==> src/rtl/uart_rx_fifo_gen.sv <==
// UART receive channel: oversampled frame decoder feeding a show-ahead FIFO
// whose entries carry per-character break / framing / parity status.
module uart_rx_fifo_gen #(
    parameter int DATA_MAX      = 9,
    parameter int FIFO_DEPTH    = 16,
    parameter int OVERSAMPLE    = 16,
    parameter int TIMEOUT_CHARS = 4
) (
    input  logic                          CLK,
    input  logic                          RESET_N,
    input  logic                          BAUD_TICK,
    input  logic                          RX,
    input  logic [3:0]                    DATA_BITS,
    input  logic                          PARITY_EN,
    input  logic                          ODD_N_EVEN,
    input  logic                          STOP2,
    input  logic [$clog2(FIFO_DEPTH):0]   THRESHOLD,
    input  logic                          RD_EN,
    input  logic                          CLR_OVERFLOW,
    output logic [DATA_MAX-1:0]           RD_DATA,
    output logic                          RD_PARITY_ERR,
    output logic                          RD_FRAMING_ERR,
    output logic                          RD_BREAK,
    output logic                          EMPTY,
    output logic                          FULL,
    output logic [$clog2(FIFO_DEPTH):0]   LEVEL,
    output logic                          OVERFLOW,
    output logic                          TIMEOUT,
    output logic                          RXRDY
);
    localparam int AW       = $clog2(FIFO_DEPTH);
    localparam int LW       = AW + 1;
    localparam int SW       = $clog2(OVERSAMPLE);
    localparam int EW       = DATA_MAX + 3;
    localparam int TO_LIMIT = TIMEOUT_CHARS * 10 * OVERSAMPLE;
    localparam int TW       = $clog2(TO_LIMIT + 1);

    localparam logic [3:0]    DMAX4   = 4'(DATA_MAX);
    localparam logic [SW-1:0] HALF_M1 = SW'(OVERSAMPLE / 2 - 1);
    localparam logic [SW-1:0] FULL_M1 = SW'(OVERSAMPLE - 1);
    localparam logic [TW-1:0] TO_LIM  = TW'(TO_LIMIT);
    localparam logic [TW-1:0] TO_LAST = TW'(TO_LIMIT - 1);

    typedef enum logic [2:0] {
        S_IDLE, S_START, S_DATA, S_PARITY, S_STOP1, S_STOP2, S_BRK_WAIT
    } state_t;

    state_t              r_state, w_next;
    logic                r_rx_meta, r_rxs, r_rxs_d;
    logic [SW-1:0]       r_scnt;
    logic [3:0]          r_nbits, r_bitcnt, w_nbits_cl, w_shamt;
    logic                r_par_en, r_odd, r_stop2;
    logic [DATA_MAX-1:0] r_data, w_dout;
    logic                r_zero, r_pe, r_fe, r_brk;
    logic                w_fall, w_samp, w_last_data, w_push, w_brk, w_fe;
    logic [EW-1:0]       w_entry, w_head;
    logic [EW-1:0]       r_mem [FIFO_DEPTH];
    logic [AW-1:0]       r_wptr, r_rptr;
    logic [LW-1:0]       r_level, w_level_nx, w_thr;
    logic                r_empty, r_full, r_ovf, r_tmo;
    logic                w_pop, w_wr, w_tinc;
    logic [TW-1:0]       r_tcnt;

    always_ff @(posedge CLK or negedge RESET_N) begin
        if (!RESET_N) begin
            r_rx_meta <= 1'b1;
            r_rxs     <= 1'b1;
            r_rxs_d   <= 1'b1;
        end else begin
            r_rx_meta <= RX;
            r_rxs     <= r_rx_meta;
            r_rxs_d   <= r_rxs;
        end
    end

    assign w_fall = r_rxs_d & ~r_rxs;
    // Start is sampled mid-bit; every later bit one full bit period on.
    assign w_samp = BAUD_TICK & ((r_state == S_START) ? (r_scnt == HALF_M1) : (r_scnt == FULL_M1));

    always_ff @(posedge CLK or negedge RESET_N) begin
        if (!RESET_N)                 r_scnt <= '0;
        else if (r_state == S_IDLE)   r_scnt <= '0;
        else if (BAUD_TICK)           r_scnt <= w_samp ? '0 : r_scnt + SW'(1);
    end

    always_comb begin
        w_nbits_cl = DATA_BITS;
        if (DATA_BITS < 4'd5)        w_nbits_cl = 4'd5;
        else if (DATA_BITS > DMAX4)  w_nbits_cl = DMAX4;
    end

    always_ff @(posedge CLK or negedge RESET_N) begin
        if (!RESET_N) begin
            r_nbits  <= 4'd8;
            r_par_en <= 1'b0;
            r_odd    <= 1'b0;
            r_stop2  <= 1'b0;
            r_data   <= '0;
            r_bitcnt <= '0;
            r_zero   <= 1'b1;
            r_pe     <= 1'b0;
            r_fe     <= 1'b0;
            r_brk    <= 1'b0;
        end else if (r_state == S_IDLE && w_fall) begin
            r_nbits  <= w_nbits_cl;
            r_par_en <= PARITY_EN;
            r_odd    <= ODD_N_EVEN;
            r_stop2  <= STOP2;
            r_data   <= '0;
            r_bitcnt <= '0;
            r_zero   <= 1'b1;
            r_pe     <= 1'b0;
            r_fe     <= 1'b0;
            r_brk    <= 1'b0;
        end else if (w_samp) begin
            case (r_state)
                S_DATA: begin
                    r_data   <= {r_rxs, r_data[DATA_MAX-1:1]};
                    r_bitcnt <= r_bitcnt + 4'd1;
                    if (r_rxs) r_zero <= 1'b0;
                end
                S_PARITY: begin
                    r_pe <= ((^r_data) ^ r_rxs) != r_odd;
                    if (r_rxs) r_zero <= 1'b0;
                end
                S_STOP1: begin
                    r_fe  <= ~r_rxs;
                    r_brk <= r_zero & ~r_rxs;
                end
                default: ;
            endcase
        end
    end

    // LSB-first shifting leaves a short character in the top bits.
    assign w_shamt     = DMAX4 - r_nbits;
    assign w_dout      = r_data >> w_shamt;
    assign w_last_data = (r_bitcnt == r_nbits - 4'd1);

    always_ff @(posedge CLK or negedge RESET_N) begin
        if (!RESET_N) r_state <= S_IDLE;
        else          r_state <= w_next;
    end

    always_comb begin
        w_next = r_state;
        case (r_state)
            S_IDLE:     if (w_fall) w_next = S_START;
            S_START:    if (w_samp) w_next = r_rxs ? S_IDLE : S_DATA;
            S_DATA:     if (w_samp && w_last_data) w_next = r_par_en ? S_PARITY : S_STOP1;
            S_PARITY:   if (w_samp) w_next = S_STOP1;
            S_STOP1:    if (w_samp) w_next = r_stop2 ? S_STOP2 : (w_brk ? S_BRK_WAIT : S_IDLE);
            S_STOP2:    if (w_samp) w_next = w_brk ? S_BRK_WAIT : S_IDLE;
            S_BRK_WAIT: if (r_rxs) w_next = S_IDLE;
            default:    w_next = S_IDLE;
        endcase
    end

    always_comb begin
        w_push = 1'b0;
        w_brk  = r_brk;
        w_fe   = r_fe | ~r_rxs;
        if (r_state == S_STOP1) begin
            w_brk  = r_zero & ~r_rxs;
            w_fe   = ~r_rxs;
            w_push = w_samp & ~r_stop2;
        end else if (r_state == S_STOP2) begin
            w_push = w_samp;
        end
    end

    assign w_entry    = {w_brk, w_fe, r_pe, w_dout};
    assign w_pop      = RD_EN & ~r_empty;
    assign w_wr       = w_push & (~r_full | w_pop);
    assign w_level_nx = r_level + LW'(w_wr) - LW'(w_pop);

    always_ff @(posedge CLK) begin
        if (w_wr) r_mem[r_wptr] <= w_entry;
    end

    always_ff @(posedge CLK or negedge RESET_N) begin
        if (!RESET_N) begin
            r_wptr  <= '0;
            r_rptr  <= '0;
            r_level <= '0;
            r_empty <= 1'b1;
            r_full  <= 1'b0;
            r_ovf   <= 1'b0;
        end else begin
            if (w_wr)  r_wptr <= r_wptr + AW'(1);
            if (w_pop) r_rptr <= r_rptr + AW'(1);
            r_level <= w_level_nx;
            r_empty <= (w_level_nx == '0);
            r_full  <= (w_level_nx == LW'(FIFO_DEPTH));
            if (w_push & r_full & ~w_pop) r_ovf <= 1'b1;
            else if (CLR_OVERFLOW)        r_ovf <= 1'b0;
        end
    end

    // Idle timer only runs with data waiting and the line quiet.
    assign w_tinc = BAUD_TICK & ~r_empty & (r_state == S_IDLE) & ~w_push & ~w_pop & (r_tcnt != TO_LIM);

    always_ff @(posedge CLK or negedge RESET_N) begin
        if (!RESET_N) begin
            r_tcnt <= '0;
            r_tmo  <= 1'b0;
        end else begin
            if (w_push | w_pop | (r_state != S_IDLE)) r_tcnt <= '0;
            else if (w_tinc)                          r_tcnt <= r_tcnt + TW'(1);
            if (w_pop | r_empty)                      r_tmo  <= 1'b0;
            else if (w_tinc && r_tcnt == TO_LAST)     r_tmo  <= 1'b1;
        end
    end

    assign w_head         = r_mem[r_rptr];
    assign RD_DATA        = r_empty ? '0 : w_head[DATA_MAX-1:0];
    assign RD_PARITY_ERR  = ~r_empty & w_head[DATA_MAX];
    assign RD_FRAMING_ERR = ~r_empty & w_head[DATA_MAX+1];
    assign RD_BREAK       = ~r_empty & w_head[DATA_MAX+2];
    assign EMPTY          = r_empty;
    assign FULL           = r_full;
    assign LEVEL          = r_level;
    assign OVERFLOW       = r_ovf;
    assign TIMEOUT        = r_tmo;
    assign w_thr          = (THRESHOLD == '0) ? LW'(1) : THRESHOLD;
    assign RXRDY          = ~r_empty & ((r_level >= w_thr) | r_tmo);
endmodule
==> config.mk <==
export PLATFORM = sky130hd
export DESIGN_NAME = uart_rx_fifo_gen
export DESIGN_NICKNAME = d
export VERILOG_FILES = /design/src/rtl/uart_rx_fifo_gen.sv
export SDC_FILE = /design/constraint.sdc
export NUM_CORES = 1
export LEC_CHECK = 0
export ABC_AREA = 1
export CORE_MARGIN = 2
export CORE_UTILIZATION = 45
export CTS_CLUSTER_SIZE = 24
export DETAILED_ROUTE_END_ITERATION = 16
export GPL_TIMING_DRIVEN = 0
export PLACE_DENSITY_LB_ADDON = 0.15
export SLEW_MARGIN = 20
export SYNTH_ARGS = -nofsm -noshare
export SYNTH_HDL_FRONTEND = slang
export SYNTH_SLANG_ARGS = --single-unit
==> constraint.sdc <==
create_clock -name CLK -period 2.35 [get_ports CLK]
set_input_delay 0.47 -clock CLK [delete_from_list [all_inputs] [get_ports CLK]]
set_output_delay 0.47 -clock CLK [all_outputs]
set_load 0.01 [all_outputs]
# == After elaboration in Yosys (flattened, before gate mapping) ==
# Memory sizes are Yosys's and may differ from the RTL's.
# Cells that the tools add are included.
# totals
ff_bits,61
latchBits,0
ramBits,192
romBits,0
in_bits,18
output_inout_bits,22
word_cells,161
memories,1
# op_classes
add_sub_neg,9
n_mul,0
n_div,0
magnitude_cmp,3
eq_ne,20
n_shift,1
n_mux,50
n_bitwise,30
reduce_logical,24
# memory_table
memory,words,width,rd,rd_ports_with_merged_regs,write_ports,line,text
r_mem,16,12,1,0,1,57,logic [EW-1:0] r_mem [FIFO_DEPTH];
# op_table
cell,count
$mux 9,4
$mux 4,8
$mux 3,10
$mux 1,23
$pmux 3 s7,1
$mux 10,2
$reduce_bool 2->1,10
$and 1x1->1,17
$add 4x1->4 const B,4
$ne 2x2->1 const B,7
$add 10x1->10 const B,1
$eq 10x10->1 const B,1
$logic_not 5->1,2
$ne 10x10->1 const B,1
$eq 3x3->1 const B,3
$reduce_xor 9->1,1
$shr 9x4->9,1
$reduce_and 7->1,1
$eq 3x2->1 const B,2
$not 1->1,6
$or 1x1->1,6
$reduce_and 2->1,3
$add 5x1->5,1
$eq 5x5->1 const B,1
other kinds (19),21

# == Depth between registers and ports, before layout ==
# Gate-level depths: netlist of the first run.
# logic_depth
depth_word,12
depth_mapped,15

# == Worst setup path before layout of the first run ==
# OpenSTA, ideal clock, no wires.
# synth_path
path_type,register to register
from,register r_state[2]
to,register r_empty (netlist: EMPTY)
setup_time_ns,0.067
t_arrival_ns,2.512
required_time_ns,2.283
slack_ns,-0.229
stages_incl_launch_ff,16
synth_period_minus_slack_ns,2.579
cell_sequence,dfrtp_1 inv_2 nand3_1 nand2_1 nand2_1 nor2_1 nand4_1 ha_1 inv_1 ha_1 fa_1 a21oi_1 o21bai_1 xnor2_1 inv_1 nor2_1
# synth_between
elab_chain_cells,9
word_cells_on_any_way,12
classes_between,2 x add/sub; 3 x eq/ne; 3 x mux; 3 x bitwise; 1 x reduce/logical
# synth_lines
element,line,text
start: declaration,48,"state_t r_state, w_next;"
start signal: assignment,142,else r_state <= w_next;
$eq 3x1->1,78,assign w_samp = BAUD_TICK & ((r_state == S_START) ? (r_scnt == HALF_M1) : (r_scnt == FULL_M1));
$mux 1,78,
$and 1x1->1,78,
$mux 1 or $and 1x1->1 (tied branches),"167, 166",
$mux 1 (*),163,if (r_state == S_STOP1) begin
$and 1x1->1 (*),174,assign w_wr = w_push & (~r_full | w_pop);
$add 5x1->5 (*),175,assign w_level_nx = r_level + LW'(w_wr) - LW'(w_pop);
$sub 5x1->5 (*),175,
net w_level_nx[4],59,"logic [LW-1:0] r_level, w_level_nx, w_thr;"
$logic_not 5->1 (*),193,r_empty <= (w_level_nx == '0);
end signal: assignment,193,
end: declaration,60,"logic r_empty, r_full, r_ovf, r_tmo;"
# Mark *: on every way through the listed nets, which the timed path passes. The rest lies on a longest branch.
# A chain may end at the register's enable or synchronous reset.

# == Worst setup path in the final report of the first run ==
# layout_path
from,register r_rptr[0]
to,output port RD_DATA[8]
# layout_between
elab_chain_cells,2
# layout_lines
element,line,text
start: declaration,58,"logic [AW-1:0] r_wptr, r_rptr;"
start signal: assignment,191,if (w_pop) r_rptr <= r_rptr + AW'(1);
$mem_v2 16x12,--,
$mux 9,216,assign RD_DATA = r_empty ? '0 : w_head[DATA_MAX-1:0];
end: declaration,20,"output logic [DATA_MAX-1:0] RD_DATA,"
# No other way between the ends.

==> results_dict.tcl, run 1 <==
set metrics [dict create \
    drt_first_pass_iters 7 \
    core.rowCount 58 \
    time_the_final_worst_path_needs_with_i_o_delays_and_setup_ns 2.815 \
    power_per_cell_area_nw_per_um2 1259 \
    hold_path_class "in -> reg" \
    route.detailed.vias_per_inst 5.467 \
    worst_ep_arrival_time_ns 2.34 \
    synth_area_leader_cell "edfxtp_1" \
    timing.final.hold_violations 0 \
    pin_count_of_the_biggest_net_entering_global_routing 41 \
    violated_checks "negative setup slack" \
    final_core_util_pct 57.38 \
    maxSlewHeadroom_pct 41.40 \
    coreArea_sq_um 24960 \
    mappedNetlistNets 1111 \
    ys_types 38 \
    post-place-ws_ns -1.162 \
    rsz0062_at_grt "true" \
    grt.total_usage_pct 22.93 \
    place.detailed.hpwl_um 19390 \
    post-synth-top-area-fraction_pct 50.78 \
    drive_gt1_share_pct 19.77 \
    antenna_violations_before_repair 0 \
    start_util_pct 45.48 \
    timing.clock.skew_ns 0.01496 \
    timing_worst_setup_path_type "reg -> out" \
    timing_worst_slew_pin_value_ns 0.8757 \
    max_freq_ghz 0.3553 \
    start_kind "flip-flop" \
    overflow 0 \
    cts.sinks 253 \
    root_buffer "clkbuf_16" \
    reg2reg_depth 10 \
    reg2reg_from "EMPTY" \
    worst-path-max-fanout 7 \
    cp-end-kind "primary output" \
    min_period_over_period_pct 119.8 \
    number_of_violations_of_the_max_capacitance_limit 0 \
    boundaryPins 40 \
    yosys_warnings 0 \
    dpl.cell_count 1446 \
    routed_len_inst_um 19.48 \
    dieWidth_um 162.8 \
    buffer_ports.inserted 39 \
    first_pass_grt_wire_length_um 46440 \
    routed_wl_um 30080 \
    synth.ff_latch_count 253 \
    worst_setup_hold_path_clk_slew_ns 0.06 \
    worst-r2r-setup-slack_ns -0.32 \
    die_height_um 162.8 \
    status "finished with violations" \
    final_nets 1233 \
    layout-area-overhead-vs-synth_pct 26.15 \
    cts_made_buffers 28 \
    worst_path_setup_slack_after_routing_ns -0.4648 \
    antenna-diode-count 0 \
    grt_pass1_vias 8166 \
    ant_nets 0 \
    synthesis.area_sq_um 11350 \
    worst_hold_startpoint "RX" \
    vias 8441 \
    synth.area.top_cells "edfxtp_1, dfrtp_1, o21ai_0" \
    drv_slew 0 \
    vdd_ir_drop_max_v 0.0008155 \
    gpl.final_weighted_congestion 0.8519 \
    ys_seq_area_share_pct 64.29 \
    drt_drc_violations_left 0 \
    cts.path.max_buffers 3 \
    leakagePower_nw 5.394 \
    r2r-end "FULL" \
    dieArea_sq_um 26520 \
    endpoint_of_the_worst_hold_path "r_rx_meta" \
    endpoint_required_time_on_the_critical_path_ns 1.88 \
    synthCells 1071 \
    synthesized_area_per_cell_sq_um 10.60 \
    setup_viol 17 \
    first_iter_violations 757 \
    holdPathStages 1 \
    clkLatencyLatePin_ns 0.54 \
    tritoncts "built" \
    post_layout_nonfiller_instances 1544 \
    cts-htree-levels 1 \
]
## repair_timing
action	4_1_cts	5_1_grt
endpoints found under the hold margin	20	0
pin swaps	53	35
cloned	3	0
gates resized for setup	223	20
setup endpoints to repair	279	294
buffers inserted	29	17
hold buffers	1	0
## logic make-up (layout without fill, tap and decap cells)
kind of cell,Yosys count,in the layout,share of synthesized area [%]
DFF,253,253,64.29
and+or+nand+nor,418,418,15.87
AOI/OAI and AO/OA,235,235,11.76
xor gates and xnor gates,17,17,1.311
buffers and inverters,126,269,4.287
adders and majority gates,22,22,2.490
## cell usage after synthesis
cell      count
o31ai_1       3
dfstp_2       6
nand3b_1      2
edfxtp_1    192
o221ai_1      1
ha_1         21
clkbuf_1     35
o21ai_0     150
a41o_1        1
o22ai_1       1
nand2_2       2
o21ai_1       1
nor2_1      190
xor2_1       12
nor3b_4       1
nand3_1      72
o32ai_1       1
fa_1          1
o21bai_1      4
nand2_1     115
nor2_2        1
or3_1         1
clkinv_1      1
buf_2        11
buf_1         3
inv_1        74
nand4_1      17
or2_2         2
nor3_1        9
nand3_4       1
a21oi_1      22
inv_2         2
nand2_4       5
o21a_1        1
xnor2_1       5
a211oi_1      1
dfrtp_1      55
o211ai_1     49
## state kept, by name (all words and copies together), names as in the netlist, 3 cells and up
name / flops
r_data: 9
r_wptr: 4
r_bitcnt: 4
r_scnt: 4
r_state: 3
r_tcnt: 10
r_mem: 192
r_rptr: 4
r_nbits: 4
LEVEL: 5
## cell usage in the layout, fill, tap and decap left out, types with 4 or more instances in the layout
master and instances:
a21oi_1 12, a21oi_2 10, buf_12 19, buf_2 17
buf_4 34, buf_6 5, buf_8 4, clkbuf_1 13
clkbuf_16 32, clkbuf_2 4, clkbuf_4 4, clkbuf_8 13
clkdlybuf4s50_1 21, clkinv_1 11, clkinv_2 5, dfrtp_1 49
dfrtp_2 6, dfstp_2 6, edfxtp_1 192, ha_1 15
ha_4 4, inv_1 66, inv_2 6, nand2_1 111
nand2_2 6, nand2_4 5, nand3_1 65, nand3_2 6
nand4_1 17, nor2_1 163, nor2_2 7, nor2_4 21
nor3_1 8, o211ai_1 49, o21ai_0 145, o21bai_1 4
xnor2_1 5, xor2_1 12
## through the flow
step / hold WS, ns / TNS (ns) / instance area [sq um] / power (mW)
6_report: 0.3455 / -5.972 / 14320 / 18.03
4_1_cts: 0.3303 / -5.458 / 14000 / 17.79
3_5_place_dp: 0.3484 / -200.51 / 12320 / 12.65
3_3_place_gp: 0.3468 / -435.43 / 12180 / 12.38
5_1_grt: 0.3447 / -7.361 / 14320 / 19.01
2_1_floorplan: 0.1744 / -0.9295 / 11370 / 9.686
## critical path: stages, from the launching register on
cell	delay (ns)
dfrtp_1	0.41
buf_6	0.16
inv_8	0.07
buf_12	0.14
buf_8	0.13
nor2_2	0.03
o211ai_1	0.34
nand3_1	0.18
a21oi_1	0.17
buf_2	0.15
## layout make-up
cell class              count  area, sq um
clock buffers              33        719.4
inverters                  77        305.3
clock inverters            18        115.1
multi-input cells         692         3966
repair buffers             95        984.7
well taps                 330        412.9
flip-flops and latches    253         7307
plain buffers              46        513.0
fillers                  2071        10640
## power by group
part	switching (mW)	total [mW]	internal (mW)	leakage, nW
combinational	5.04	8.23	3.19	2.46
sequential	0.274	5.80	5.53	2.53
clock	1.72	4.01	2.28	0.405
## how the worst max path moves through the flow
stage,startpoint,slack (ns),endpoint
after detailed placement,RD_EN,-1.16,r_mem[11][1]
after CTS,r_rptr[1],-0.44,RD_DATA[8]
after global placement,r_nbits[0],-1.50,r_mem[0][2]
after floorplan,r_state[2],-0.13,EMPTY
after global routing,r_rptr[0],-0.54,RD_DATA[6]
final,r_rptr[0],-0.46,RD_DATA[8]
## metal layers
metal  track usage (%)  vias up  part of all wire, %  wire, um
met1             32.04     4065                   44     13240
met5                 0        -                    0         0
met4             7.120        0                  3.3       980
met3             2.979       55                  6.6      1977
met2             37.54      307                   46     13880
li1                  -     4014                    -         -
Note: power is estimated with default switching activity, not from simulation.
==> run 2: changes to the inputs <==
Settings changed: CORE_UTILIZATION 45 to 30.
==> results_dict.tcl, run 2 (synthesized netlist as in run 1, its figures left out) <==
set metrics [dict create \
    boundaryPins 40 \
    gpl.final_weighted_congestion 0.8079 \
    drive_gt1_share_pct 22.38 \
    start_kind "flip-flop" \
    worst_setup_hold_path_clk_slew_ns 0.06 \
    grt.total_usage_pct 16.95 \
    first_iter_violations 553 \
    antenna-diode-count 0 \
    drt_drc_violations_left 0 \
    maxSlewHeadroom_pct 46.06 \
    violated_checks "negative setup slack" \
    setup_viol 16 \
    cts.path.max_buffers 3 \
    dieWidth_um 198.5 \
    reg2reg_depth 15 \
    dieArea_sq_um 39420 \
    worst_ep_arrival_time_ns 2.50 \
    grt_pass1_vias 8258 \
    first_pass_grt_wire_length_um 50130 \
    max_freq_ghz 0.3372 \
    holdPathStages 1 \
    core.rowCount 71 \
    route.detailed.vias_per_inst 4.777 \
    hold-worst-slack_ns 0.3227 \
    root_buffer "clkbuf_16" \
    mostFrequentLayoutCells "edfxtp_1, nor2_1, o21ai_0" \
    time_the_final_worst_path_needs_with_i_o_delays_and_setup_ns 2.965 \
    leakagePower_nw 5.548 \
    cts_made_buffers 29 \
    dpl.cell_count 1629 \
    overflow 0 \
    antenna_violations_before_repair 0 \
    vias 8312 \
    buffer_ports.inserted 39 \
    layout.cells.most_common "edfxtp_1" \
    routed_wl_um 33230 \
    timing_worst_slew_pin_value_ns 0.8091 \
    tritoncts "built" \
    routed_len_inst_um 19.10 \
    power_per_cell_area_nw_per_um2 1268 \
    coreArea_sq_um 37490 \
    layout-area-overhead-vs-synth_pct 31.26 \
    hold_path_class "in -> reg" \
    vdd_ir_drop_max_v 0.0008221 \
    die_height_um 198.5 \
    final_nets 1246 \
    post-place-ws_ns -1.202 \
    registers.top_by_ff_count "r_mem" \
    endpoint_required_time_on_the_critical_path_ns 1.88 \
    place.detailed.hpwl_um 21600 \
    clkLatencyLatePin_ns 0.55 \
    drv_slew 0 \
    min_period_over_period_pct 126.2 \
    pin_count_of_the_biggest_net_entering_global_routing 48 \
    post_layout_nonfiller_instances 1740 \
    timing.clock.skew_ns 0.006193 \
    timing_worst_setup_path_type "reg -> out" \
    timing.final.hold_violations 0 \
    cts-htree-levels 1 \
    worst-path-max-fanout 6 \
    largest_register_ff_count 192 \
    ant_nets 0 \
    status "finished with violations" \
    start_util_pct 30.29 \
    cp-end-kind "primary output" \
    layout_top_registers "r_mem (192), r_tcnt (10), r_data (9)" \
    drt_first_pass_iters 5 \
    rsz0062_at_grt "true" \
    cts.sinks 253 \
    worst_path_setup_slack_after_routing_ns -0.6154 \
    number_of_violations_of_the_max_capacitance_limit 0 \
]
-- run 2: what timing repair did --
item / 4_1_cts / 5_1_grt
setup endpoints to repair: 275 / 275
gates resized for setup: 232 / 52
hold endpoints to repair: 14 / 0
hold buffers: 1 / 0
cloned: 3 / 2
setup buffers: 30 / 23
pin swaps: 62 / 55
-- run 2: power breakdown --
group,switching [mW],internal (mW)
combinational,5.36,3.40
clock,1.80,2.55
sequential,0.271,5.53
-- run 2: per-stage QoR --
stage          cell area, sq um  total power [mW]  setup TNS (ns)  utilization (%)
6_report                  14900             18.89          -6.584            39.76
4_1_cts                   14400             18.62          -6.558            38.41
5_1_grt                   14900             19.96          -8.029            39.76
2_1_floorplan             11370             9.686         -0.9295                -
3_5_place_dp              12580             12.96         -218.02            33.57
3_3_place_gp              12400             12.70         -500.29            33.09
-- run 2: final cells by class --
class,count,area (sq um)
clock buffer,45,835.8
fill,3667,22580
multi-input combinational,692,4050
tap,511,639.4
inverter,77,307.8
timing repair buffer,106,1167
sequential,253,7307
clock inverter,9,77.57
buffer,47,519.2
-- run 2: worst max-delay path, cell delays in order (launching register included) --
cell and delay (ns):
dfrtp_1 0.41, buf_6 0.16, inv_8 0.07, buf_12 0.12
buf_12 0.11, nor2_2 0.03, o211ai_1 0.43, nand3_1 0.25
a21oi_2 0.19, buf_2 0.16
-- run 2: routing by layer --
metal,GRT usage (%),part of all wire (%)
met4,2.985,1.9
met5,0,0
met3,2.052,5.1
met1,24.30,47
met2,27.90,46
-- run 2: worst paths after layout --
path                                   end  slack [ns]       start
worst max-delay path            RD_DATA[8]       -0.62   r_rptr[0]
worst min-delay path             r_rx_meta        0.32          RX
worst max register to register        FULL       -0.25  r_state[1]
worst min register to register       r_rxs        0.36   r_rx_meta
max in group asynchronous           r_zero        1.44     RESET_N
min in group asynchronous        r_tcnt[4]        0.34     RESET_N
==> run 3: changes to the inputs <==
Clock period 2.35 ns to 2.95 ns, I/O delays scaled along.
==> results_dict.tcl, run 3 (synthesized netlist as in run 1, its figures left out) <==
set metrics [dict create \
    leakagePower_nw 5.267 \
    hold_path_class "reg -> reg" \
    setup_viol 5 \
    drt_first_pass_iters 5 \
    post-layout-total-power_mw 14.54 \
    cp-end-kind "primary output" \
    crit_start "r_rptr[0]" \
    place.detailed.hpwl_um 22420 \
    dpl.cell_count 1630 \
    final_nets 1208 \
    reg2reg_depth 16 \
    drt_drc_violations_left 0 \
    core.rowCount 71 \
    timing_worst_slew_pin_value_ns 0.9563 \
    worst-r2r-setup-slack_ns 0.20 \
    routed_len_inst_um 19.28 \
    worst-path-max-fanout 8 \
    pin_count_of_the_biggest_net_entering_global_routing 41 \
    ant_nets 0 \
    drive_gt1_share_pct 16.58 \
    vdd_ir_drop_max_v 0.0005416 \
    layout_top_registers "r_mem (192), r_tcnt (10), r_data (9)" \
    start_kind "flip-flop" \
    worst_setup_hold_path_clk_slew_ns 0.06 \
    timing_worst_setup_path_type "reg -> out" \
    tritoncts "built" \
    buffer_ports.inserted 39 \
    first_pass_grt_wire_length_um 49340 \
    vias 8210 \
    violated_checks "negative setup slack" \
    worst_path_setup_slack_after_routing_ns -0.07595 \
    largest_register_ff_count 192 \
    grt.total_usage_pct 16.89 \
    power_per_cell_area_nw_per_um2 1028 \
    grt_pass1_vias 7916 \
    min_period_over_period_pct 102.6 \
    cts.path.max_buffers 3 \
    routed_wl_um 32770 \
    registers.top_by_ff_count "r_mem" \
    layout.cells.most_common "edfxtp_1" \
    number_of_violations_of_the_max_capacitance_limit 0 \
    overflow 0 \
    boundaryPins 40 \
    first_iter_violations 533 \
    coreArea_sq_um 37490 \
    root_buffer "clkbuf_16" \
    clkLatencyLatePin_ns 0.54 \
    max_freq_ghz 0.3305 \
    n_fill_cell 3736 \
    cts.sinks 253 \
    route.detailed.vias_per_inst 4.832 \
    post_layout_nonfiller_instances 1699 \
    crit_end "RD_PARITY_ERR" \
    drv_slew 0 \
    maxSlewHeadroom_pct 36.01 \
    mostFrequentLayoutCells "edfxtp_1, nor2_1, o21ai_0" \
    dieWidth_um 198.5 \
    time_the_final_worst_path_needs_with_i_o_delays_and_setup_ns 3.026 \
    timing.final.hold_violations 0 \
    timing.clock.skew_ns 0.01137 \
    gpl.final_weighted_congestion 0.8478 \
    antenna_violations_before_repair 0 \
    rsz0062_at_grt "true" \
    die_height_um 198.5 \
    worst_ep_arrival_time_ns 2.44 \
    r2r-end "EMPTY" \
    layout-area-overhead-vs-synth_pct 24.51 \
    status "finished with violations" \
    antenna-diode-count 0 \
    cts-htree-levels 1 \
    reg2reg_from "r_state[1]" \
    endpoint_required_time_on_the_critical_path_ns 2.36 \
    dieArea_sq_um 39420 \
    cts_made_buffers 29 \
    start_util_pct 30.29 \
]
run 3: changes by cell type in the layout (fill, tap and decap cells not counted), moves of 6 or more:
cell / previous run / this run
buf_12: 24 / 5
clkbuf_8: 17 / 3
nor2_1: 159 / 171
buf_4: 35 / 25
o21ai_0: 135 / 143
inv_1: 64 / 71
nor2_4: 24 / 17
buf_2: 18 / 12
inv_2: 9 / 3
o21ai_1: 10 / 4
run 3: worst max-delay path, stage by stage, from the launching register on:
cell and delay [ns]:
dfrtp_1 0.38, buf_6 0.15, clkinv_8 0.06, buf_12 0.11, buf_12 0.12, nor2_1 0.04, o211ai_1 0.44, nand3_1 0.24
a21oi_2 0.18, buf_2 0.15
run 3: worst min path at each step:
stage               startpoint     to  slack, ns  depth (start not counted)
floorplan              RESET_N   FULL       0.29                          0
global placement     r_rx_meta  r_rxs       0.35                          0
detailed placement   r_rx_meta  r_rxs       0.35                          0
CTS                  r_rx_meta  r_rxs       0.36                          0
global route         r_rx_meta  r_rxs       0.36                          0
finish               r_rx_meta  r_rxs       0.36                          0
run 3: area by class of cell:
type	instances	area (sq um)	share of cell area, %
sequential	253	7305	51.67
multi-input combinational	692	3860	27.30
clock buffer	35	748.2	5.293
timing repair buffer	70	664.4	4.700
tap	511	639.4	4.523
buffer	45	411.6	2.912
inverter	77	305.3	2.159
clock inverter	16	203.9	1.443
run 3: through the flow:
stage	instance area, sq um	hold WS (ns)	util (%)	setup WS (ns)	TNS, ns
floorplan	11350	0.2944	-	0.3712	0
global placement	12380	0.3470	33.04	-1.321	-367.19
detailed placement	12590	0.3496	33.60	-1.093	-169.72
CTS	13910	0.3584	37.11	-0.06003	-0.1821
global route	14140	0.3640	37.71	-0.1416	-0.6917
finish	14140	0.3567	37.71	-0.07595	-0.1295
run 3: repair_timing:
action	CTS	global route
setup buffers	5	15
cloned	1	0
endpoints found under the setup margin	211	171
endpoints found under the hold margin	19	0
gates resized for setup	158	53
pin swaps	27	26
hold buffers	1	0
run 3: report_power, final:
group,internal (mW),switching [mW]
Combinational,2.27,3.98
Sequential,4.40,0.220
Clock,2.23,1.43
run 3: routing by layer:
| metal | track usage (%) | up-vias | wire (um) | part of all wire (%) |
|---|---|---|---|---|
| li1 | - | 3973 | - | - |
| met4 | 4.422 | 0 | 763 | 2.3 |
| met5 | 0 | - | 0 | 0 |
| met1 | 23.06 | 3998 | 14820 | 45 |
| met2 | 27.94 | 195 | 15580 | 48 |
| met3 | 2.781 | 44 | 1602 | 4.9 |
